<file path="src/rtl/dvp_rgb565_tx.sv">
// DVP camera-side transmitter: serialises RGB565 pixels into OV5640-style
// vsync / href / byte-bus timing, high byte first, in the pclk domain.
module dvp_rgb565_tx #(
    parameter logic [12:0] H_ACTIVE = 13'd640,
    parameter logic [12:0] V_ACTIVE = 13'd480,
    parameter logic [15:0] H_BLANK  = 16'd64,
    parameter logic [15:0] VS_LEN   = 16'd16,
    parameter logic [15:0] V_BACK   = 16'd32,
    parameter logic [15:0] V_FRONT  = 16'd32
) (
    input  logic        clk,
    input  logic        rst,
    input  logic        tx_en,
    input  logic [15:0] pix_data,
    input  logic        pix_valid,
    output logic        pix_ready,
    output logic        cam_vsync,
    output logic        cam_href,
    output logic [7:0]  cam_data,
    output logic        frame_start,
    output logic        frame_done,
    output logic        underflow,
    input  logic        underflow_clr
);

    typedef enum logic [2:0] {
        IDLE,
        VSYNC,
        VBACK,
        LINE,
        HBLANK,
        VFRONT
    } state_t;

    localparam logic [15:0] VS_LAST    = VS_LEN - 16'd1;
    localparam logic [15:0] VB_LAST    = V_BACK - 16'd1;
    localparam logic [15:0] LINE_LAST  = {2'b00, H_ACTIVE, 1'b0} - 16'd1;
    localparam logic [15:0] HB_LAST    = H_BLANK - 16'd1;
    localparam logic [15:0] VF_LAST    = V_FRONT - 16'd1;
    localparam logic [15:0] LINES_LAST = {3'b000, V_ACTIVE} - 16'd1;

    state_t      state;
    state_t      state_next;
    logic [15:0] cnt;
    logic [15:0] line_cnt;
    logic [7:0]  hold;
    logic        cnt_last;
    logic        more_lines;

    always_comb begin
        cnt_last = 1'b0;
        case (state)
            VSYNC:   cnt_last = (cnt == VS_LAST);
            VBACK:   cnt_last = (cnt == VB_LAST);
            LINE:    cnt_last = (cnt == LINE_LAST);
            HBLANK:  cnt_last = (cnt == HB_LAST);
            VFRONT:  cnt_last = (cnt == VF_LAST);
            default: cnt_last = 1'b0;
        endcase
    end

    assign more_lines = (line_cnt < LINES_LAST);

    always_comb begin
        state_next = state;
        case (state)
            IDLE:    if (tx_en) state_next = VSYNC;
            VSYNC:   if (cnt_last) state_next = VBACK;
            VBACK:   if (cnt_last) state_next = LINE;
            LINE:    if (cnt_last) state_next = HBLANK;
            HBLANK:  if (cnt_last) state_next = more_lines ? LINE : VFRONT;
            VFRONT:  if (cnt_last) state_next = tx_en ? VSYNC : IDLE;
            default: state_next = IDLE;
        endcase
    end

    // Ready one clock ahead of each high-byte slot, so the fetched byte lands on the bus in time.
    assign pix_ready = ((state == VBACK) && cnt_last)
                     || ((state == HBLANK) && cnt_last && more_lines)
                     || ((state == LINE) && cnt[0] && !cnt_last);

    assign cam_vsync   = (state == VSYNC);
    assign cam_href    = (state == LINE);
    assign frame_start = (state == VSYNC) && (cnt == 16'd0);
    assign frame_done  = (state == VFRONT) && cnt_last;

    always_ff @(posedge clk or posedge rst) begin
        if (rst) begin
            state    <= IDLE;
            cnt      <= 16'd0;
            line_cnt <= 16'd0;
        end else begin
            state <= state_next;
            if ((state_next != state) || (state == IDLE)) begin
                cnt <= 16'd0;
            end else begin
                cnt <= cnt + 16'd1;
            end
            if ((state == HBLANK) && cnt_last && more_lines) begin
                line_cnt <= line_cnt + 16'd1;
            end else if ((state != LINE) && (state != HBLANK)) begin
                line_cnt <= 16'd0;
            end
        end
    end

    // Starved fetches still occupy their slot with zero bytes so frame timing never moves.
    always_ff @(posedge clk or posedge rst) begin
        if (rst) begin
            cam_data  <= 8'h00;
            hold      <= 8'h00;
            underflow <= 1'b0;
        end else begin
            if (pix_ready) begin
                if (pix_valid) begin
                    cam_data <= pix_data[15:8];
                    hold     <= pix_data[7:0];
                end else begin
                    cam_data <= 8'h00;
                    hold     <= 8'h00;
                end
            end else if ((state == LINE) && !cnt[0]) begin
                cam_data <= hold;
            end else begin
                cam_data <= 8'h00;
            end
            if (pix_ready && !pix_valid) begin
                underflow <= 1'b1;
            end else if (underflow_clr) begin
                underflow <= 1'b0;
            end
        end
    end

endmodule

</file>
<file path="config.mk">
export PLATFORM = sky130hd
export DESIGN_NAME = dvp_rgb565_tx
export DESIGN_NICKNAME = d
export VERILOG_FILES = /design/src/rtl/dvp_rgb565_tx.sv
export SDC_FILE = /design/constraint.sdc
export NUM_CORES = 1
export LEC_CHECK = 0
export ABC_AREA = 1
export ABC_CLOCK_PERIOD_IN_PS = 2170
export CELL_PAD_IN_SITES_DETAIL_PLACEMENT = 0
export CELL_PAD_IN_SITES_GLOBAL_PLACEMENT = 1
export CORE_MARGIN = 2
export CORE_UTILIZATION = 37
export DETAILED_ROUTE_END_ITERATION = 10
export GPL_TIMING_DRIVEN = 1
export HOLD_SLACK_MARGIN = 0.03
export PLACE_DENSITY_LB_ADDON = 0.1
export SLEW_MARGIN = 10
export SYNTH_ARGS = -nofsm -noshare
export SYNTH_HDL_FRONTEND = slang
export SYNTH_SLANG_ARGS = --single-unit
export TNS_END_PERCENT = 20
</file>
<file path="constraint.sdc">
create_clock -name clk -period 2.17 [get_ports clk]
set_input_delay 0.434 -clock clk [delete_from_list [all_inputs] [get_ports clk]]
set_output_delay 0.434 -clock clk [all_outputs]
set_load 0.03 [all_outputs]
</file>
# ---- Word level (Yosys, flattened, before mapping)
# Index checks and enable logic that the tools add are counted.
dict set report word_totals {
  regBits 52
  out_inout_bits 14
}
dict set report op_classes {
  addsub 2
  n_lt_le_gt_ge 1
  eq_ne 12
  n_mux 19
  n_reduce_logical 21
}
# operator count
set op_table {}
lappend op_table {{two-way mux 16 bit} 3}
lappend op_table {{adder 16 x 1 -> 16 bit (second input constant)} 2}
lappend op_table {{two-way mux 8 bit} 4}
lappend op_table {{two-way mux 3 bit} 7}
lappend op_table {{case mux 3 bit (6 select lines)} 1}
lappend op_table {{equality test 16 x 11 -> 1 bit (second input constant)} 1}
lappend op_table {{equality test 16 x 4 -> 1 bit (second input constant)} 1}
lappend op_table {{equality test 16 x 5 -> 1 bit (second input constant)} 1}
lappend op_table {{equality test 16 x 6 -> 1 bit (second input constant)} 1}
lappend op_table {{logical NOT 16 bit} 1}
lappend op_table {{< comparator 16 x 9 -> 1 bit (second input constant)} 1}
lappend op_table {{logical AND 1 bit} 10}
lappend op_table {{equality test 3 x 2 -> 1 bit (second input constant)} 2}
lappend op_table {{equality test 3 bit (second input constant)} 2}
lappend op_table {{case mux 1 bit (4 select lines)} 1}
lappend op_table {{nonzero test 2 bit} 2}
lappend op_table {{equality test 3 x 1 -> 1 bit (second input constant)} 1}
lappend op_table {{logical NOT 1 bit} 3}
lappend op_table {{logical NOT 3 bit} 1}
lappend op_table {{logical OR 1 bit} 3}
lappend op_table {{two-way mux 1 bit} 3}
lappend op_table {{!= test 3 x 2 -> 1 bit (second input constant)} 1}
lappend op_table {{!= test 3 bit} 1}
lappend op_table {{!= test 3 bit (second input constant)} 1}
lappend op_table {{OR reduction 2 bit} 1}

# ---- Longest topological paths before layout
dict set report logic_depth {
  ltp_word 9
  mapped_depth 18
}

# ---- Least setup slack after synthesis
# No wires, ideal clock.
dict set report synth_path {
  path_type {flip-flop to output port}
  from {reg state[0]}
  to {out frame_start}
  t_arrival_ps 2112
  path_slack_ps -376
  stages_incl_launch_ff 7
  cell_sequence {dfrtp_1 > inv_1 > nor2_1 > inv_1 > nor2_1 > inv_1 > nor4_1}
}
dict set report synth_between {
  elab_chain_len 2
}
# element line_no
set synth_lines {}
lappend synth_lines {{start, declared} 42} ;# state_t state;
lappend synth_lines {{start signal, assigned} 93} ;# state <= state_next;
lappend synth_lines {{equality test 3 x 1 -> 1 bit} --}
lappend synth_lines {{net cam_vsync} 17} ;# output logic cam_vsync,
lappend synth_lines {{logical AND 1 bit} 84} ;# assign frame_start = (state == VSYNC) && (cnt == 16'd0);
lappend synth_lines {{end, declared} 20} ;# output logic frame_start,
# The timed path passes the listed nets, and every way through them passes these cells.

# ---- Final worst setup path
dict set report layout_path {
  from {reg state[1]}
  to {out pix_ready}
}
dict set report layout_between {
  elab_chain_len 7
}
# element line_no
set layout_lines {}
lappend layout_lines {{equality test 3 x 2 -> 1 bit or equality test 3 bit (tied branches)} {52, 78}}
lappend layout_lines {{OR reduction 2 bit (no source line)} --}
lappend layout_lines {{case mux 1 bit (4 select lines)} 52} ;# case (state)
lappend layout_lines {{logical AND 1 bit (2 in a row)} 79} ;# || ((state == HBLANK) && cnt_last && more_lines)
lappend layout_lines {{logical OR 1 bit} 79}
lappend layout_lines {{logical OR 1 bit *} 80} ;# || ((state == LINE) && cnt[0] && !cnt_last);
lappend layout_lines {{end, declared} 16} ;# output logic pix_ready,
# Mark *: on every way between the ends. The rest lies on a longest branch, timed or not.

==> flow_metrics.py <==
metrics = {
    "cells_and_area": {
        "fillers": 681,
        "area.growth.synth_to_final_pct": 41.4,
        "drive_gt1_share_pct": 27.3,
        "stdcell_count": 517,
        "postLayoutCellArea_mm2": 0.00382,
        "layout.nets": 442,
        "n_antenna_cell": 0,
    },
    "drt": {
        "via_per_inst": 4.50,
        "ant_nets": 0,
        "first_pass_iters": 4,
        "drc": 0,
        "drt_iter0_markers": 40,
        "wl_per_cell_um": 11.9,
        "num_vias": 2324,
        "wirelength_um": 6140,
    },
    "setup_path": {
        "r2r_end": "state[2]",
        "crit_path_cell_trace": "ha_4 -> inv_2 -> nand2_2 -> nand2_2 -> nor2_2 -> nand3_2 -> inv_2 -> nand2_2 -> o211ai_1 -> nand3_2 -> buf_6",
        "critical_path.max_stage_delay_ps": 430,
        "critPathBufInv": 3,
        "timing.rr.start": "state[1]",
        "cp_common_cell": "nand2_2",
        "crit_path_end_kind": "output pin",
        "crit_arrival_ps": 1990,
        "worst-r2r-cell-count": 19,
        "cp_max_fo": 2,
        "slowest_stage": "dfrtp_1",
        "reg2reg_setup_slack_ps": -150,
        "worstPathRequired_ps": 1740,
        "crit_type": "reg -> out",
        "crit_path_start_kind": "flip-flop",
        "crit_family": "simple AND/OR/NAND/NOR gates",
    },
    "placement": {
        "globalplace.congestion": 0.780,
        "dpl_cell_area_mm2": 0.00339,
        "dp.cells": 495,
        "hpwl_um": 4330,
        "portBuffers": 34,
    },
    "clock_tree": {
        "numCtsBuffers": 5,
        "cts.sinks": 52,
        "clk_latency_ps": 300,
        "cts_tree": "yes",
        "root_buffer": "clkbuf_8",
        "cts_buffer_depth": 2,
        "hold_buffers": 0,
        "h-tree-depth": 2,
        "clk_pin_slew_ps": 90,
    },
    "synthesis": {
        "ys_types": 28,
        "avgSynthCellArea_um2": 8.00,
        "syn_nets": 363,
        "synth-seq-cells": 52,
        "netlist_area_mm2": 0.00270,
        "syn-instance-count": 338,
        "ys_seq_area_share_pct": 48.1,
        "yosys_warnings": 0,
    },
    "flow_run": {
        "max-cap-violations": 0,
    },
    "floorplanning": {
        "num_rows": 31,
        "core_mm2": 0.00718,
        "die_h_um": 89.5,
        "pin_count": 35,
        "fp.dieArea_mm2": 0.00801,
        "start_util_pct": 37.7,
        "die_w_um": 89.5,
    },
    "global_route": {
        "grt_start_max_net_pins": 53,
        "gr-total-overflow": 0,
        "track_usage_pct": 16.4,
        "grt_pass1_vias": 2203,
        "grt_antenna_before_repair": 0,
        "grt_pass1_wl_um": 10100,
    },
    "timing": {
        "worst-slew-pin-transition_ps": 570,
        "skew_ps": 4.91,
        "period_needed_ps": 2420,
        "maxSlewViolCount": 0,
        "max_freq_mhz": 413,
        "fin_ws_ps": -253,
        "relSlewSlack_pct": 61.9,
        "finalCritPeriodShare_pct": 112,
        "hold_viol": 0,
        "setup_viol_count_final": 20,
        "grt_setup_unrepaired": "true",
    },
    "outcome": {
        "status": "finished, violations left",
        "violations": "setup timing",
    },
    "min_path": {
        "hold_path.class": "in -> async",
    },
    "power": {
        "irDropWorstVdd_v": 0.000448,
        "leakage_nw": 1.80,
        "power_density_mw_per_mm2": 855,
    },
}
[synthesized netlist by cell type]
cell type,n,share of area [%]
a211o_1,1,0.32
a21oi_1,2,0.37
a31oi_1,1,0.23
buf_1,1,0.14
buf_2,3,0.56
buf_4,1,0.28
buf_6,1,0.42
clkbuf_1,1,0.14
dfrtp_1,52,48
ha_1,4,1.9
inv_1,55,7.6
nand2_1,56,7.8
nand2_2,4,0.93
nand3_1,43,8.0
nand3_2,2,0.74
nand3b_1,2,0.56
nand4_1,5,1.2
nor2_1,41,5.7
nor2_2,12,2.8
nor2_4,1,0.42
nor3_1,6,1.1
nor3b_1,2,0.56
nor4_1,1,0.23
o211ai_1,1,0.28
o21ai_0,21,3.9
o22ai_1,3,0.69
xnor2_1,3,0.97
xor2_1,13,4.2
[flip-flops by register name, indices dropped and copies added (netlist names)]
| name | count |
|---|---|
| cnt | 16 |
| line_cnt | 16 |
| cam_data | 8 |
| hold | 8 |
| state | 3 |
| underflow | 1 |
[repair_timing]
action,in CTS,in global routing
cloned,1,0
setup buffers,13,5
setup endpoints to repair,26,49
pin swaps,16,15
resized for setup,22,33
[cell families (layout without fill, tap and decap cells)]
kind of cell / Yosys count / after routing / share of synthesized area [%]
simple gates: 175 / 175 / 29.9
buf+inv: 62 / 142 / 9.16
flops: 52 / 52 / 48.1
compound gates: 29 / 29 / 5.78
xor+xnor: 16 / 16 / 5.18
fa+ha+maj: 4 / 4 / 1.85
[where the power goes]
| group | switching [mW] | total (mW) | internal [mW] |
|---|---|---|---|
| Sequential | 0.0799 | 1.19 | 1.11 |
| Clock | 0.320 | 0.697 | 0.377 |
| Combinational | 0.764 | 1.38 | 0.620 |
| Total | 1.16 | 3.27 | 2.11 |
[worst register-to-register path: stages (launching register included)]
cell	delay [ps]
dfrtp_1	430
ha_4	280
inv_2	30
nand2_2	60
nand2_2	60
nor2_2	90
nand3_2	100
inv_2	80
nand2_2	50
buf_4	140
nor2_4	100
nor2_1	40
nand2_1	100
nand2_2	70
buf_6	120
buf_4	110
buf_4	120
buf_4	120
buf_4	120
inv_2	40
[worst max-delay path by stage]
stage                   from   endpoint  slack [ps]  depth (start not counted)
floorplan           state[1]  pix_ready        -140                         10
global placement    state[1]  pix_ready         -30                         11
detailed placement  state[1]     cnt[0]         -50                         17
CTS                 state[2]  pix_ready        -350                         11
global route        state[1]  pix_ready        -350                         11
finish              state[1]  pix_ready        -250                         11
[metrics by stage]
stage / setup slack (ps) / total power, mW / hold slack (ps) / TNS [ps] / util, %
finish: -253 / 3.27 / 481 / -2300 / 53.3
global route: -353 / 3.49 / 500 / -5660 / 53.3
CTS: -350 / 3.25 / 494 / -3130 / 51.4
detailed placement: -51.0 / 2.29 / 467 / -626 / 47.2
global placement: -29.4 / 2.28 / 468 / -277 / 47.2
floorplan: -145 / 1.87 / 439 / -204 / -
[layout by cell type, fill, tap and decap left out, drive strengths merged, types with 2 or more instances in the layout]
| cell type | netlist | routed |
|---|---|---|
| a21oi | 2 | 2 |
| buf | 6 | 49 |
| clkbuf | 1 | 6 |
| clkdlybuf4s50 | 0 | 29 |
| dfrtp | 52 | 52 |
| ha | 4 | 4 |
| inv | 55 | 55 |
| nand2 | 60 | 60 |
| nand3 | 45 | 45 |
| nand3b | 2 | 2 |
| nand4 | 5 | 5 |
| nor2 | 54 | 54 |
| nor3 | 6 | 6 |
| nor3b | 2 | 2 |
| o21ai | 21 | 21 |
| o22ai | 3 | 3 |
| xnor2 | 3 | 3 |
| xor2 | 13 | 13 |
[routing by layer]
layer | vias to the layer above | GRT usage (%) | part of all wire, %
met5 | - | 0 | 0
met4 | 0 | 3.93 | 0.93
met3 | 6 | 3.23 | 2.6
met2 | 26 | 27.1 | 49
met1 | 1073 | 22.1 | 48
li1 | 1219 | - | -
[cell type report]
cell class / instances / area, um^2 / share of cell area, %
clock buffer: 6 / 82.6 / 2.16
clock inverter: 2 / 38.8 / 1.01
inverter: 55 / 206 / 5.40
multi-input combinational: 224 / 1340 / 34.9
sequential: 52 / 1300 / 34.1
tap: 99 / 124 / 3.24
timing repair buffer: 79 / 734 / 19.2
Note: power is estimated with default switching activity, not from simulation.
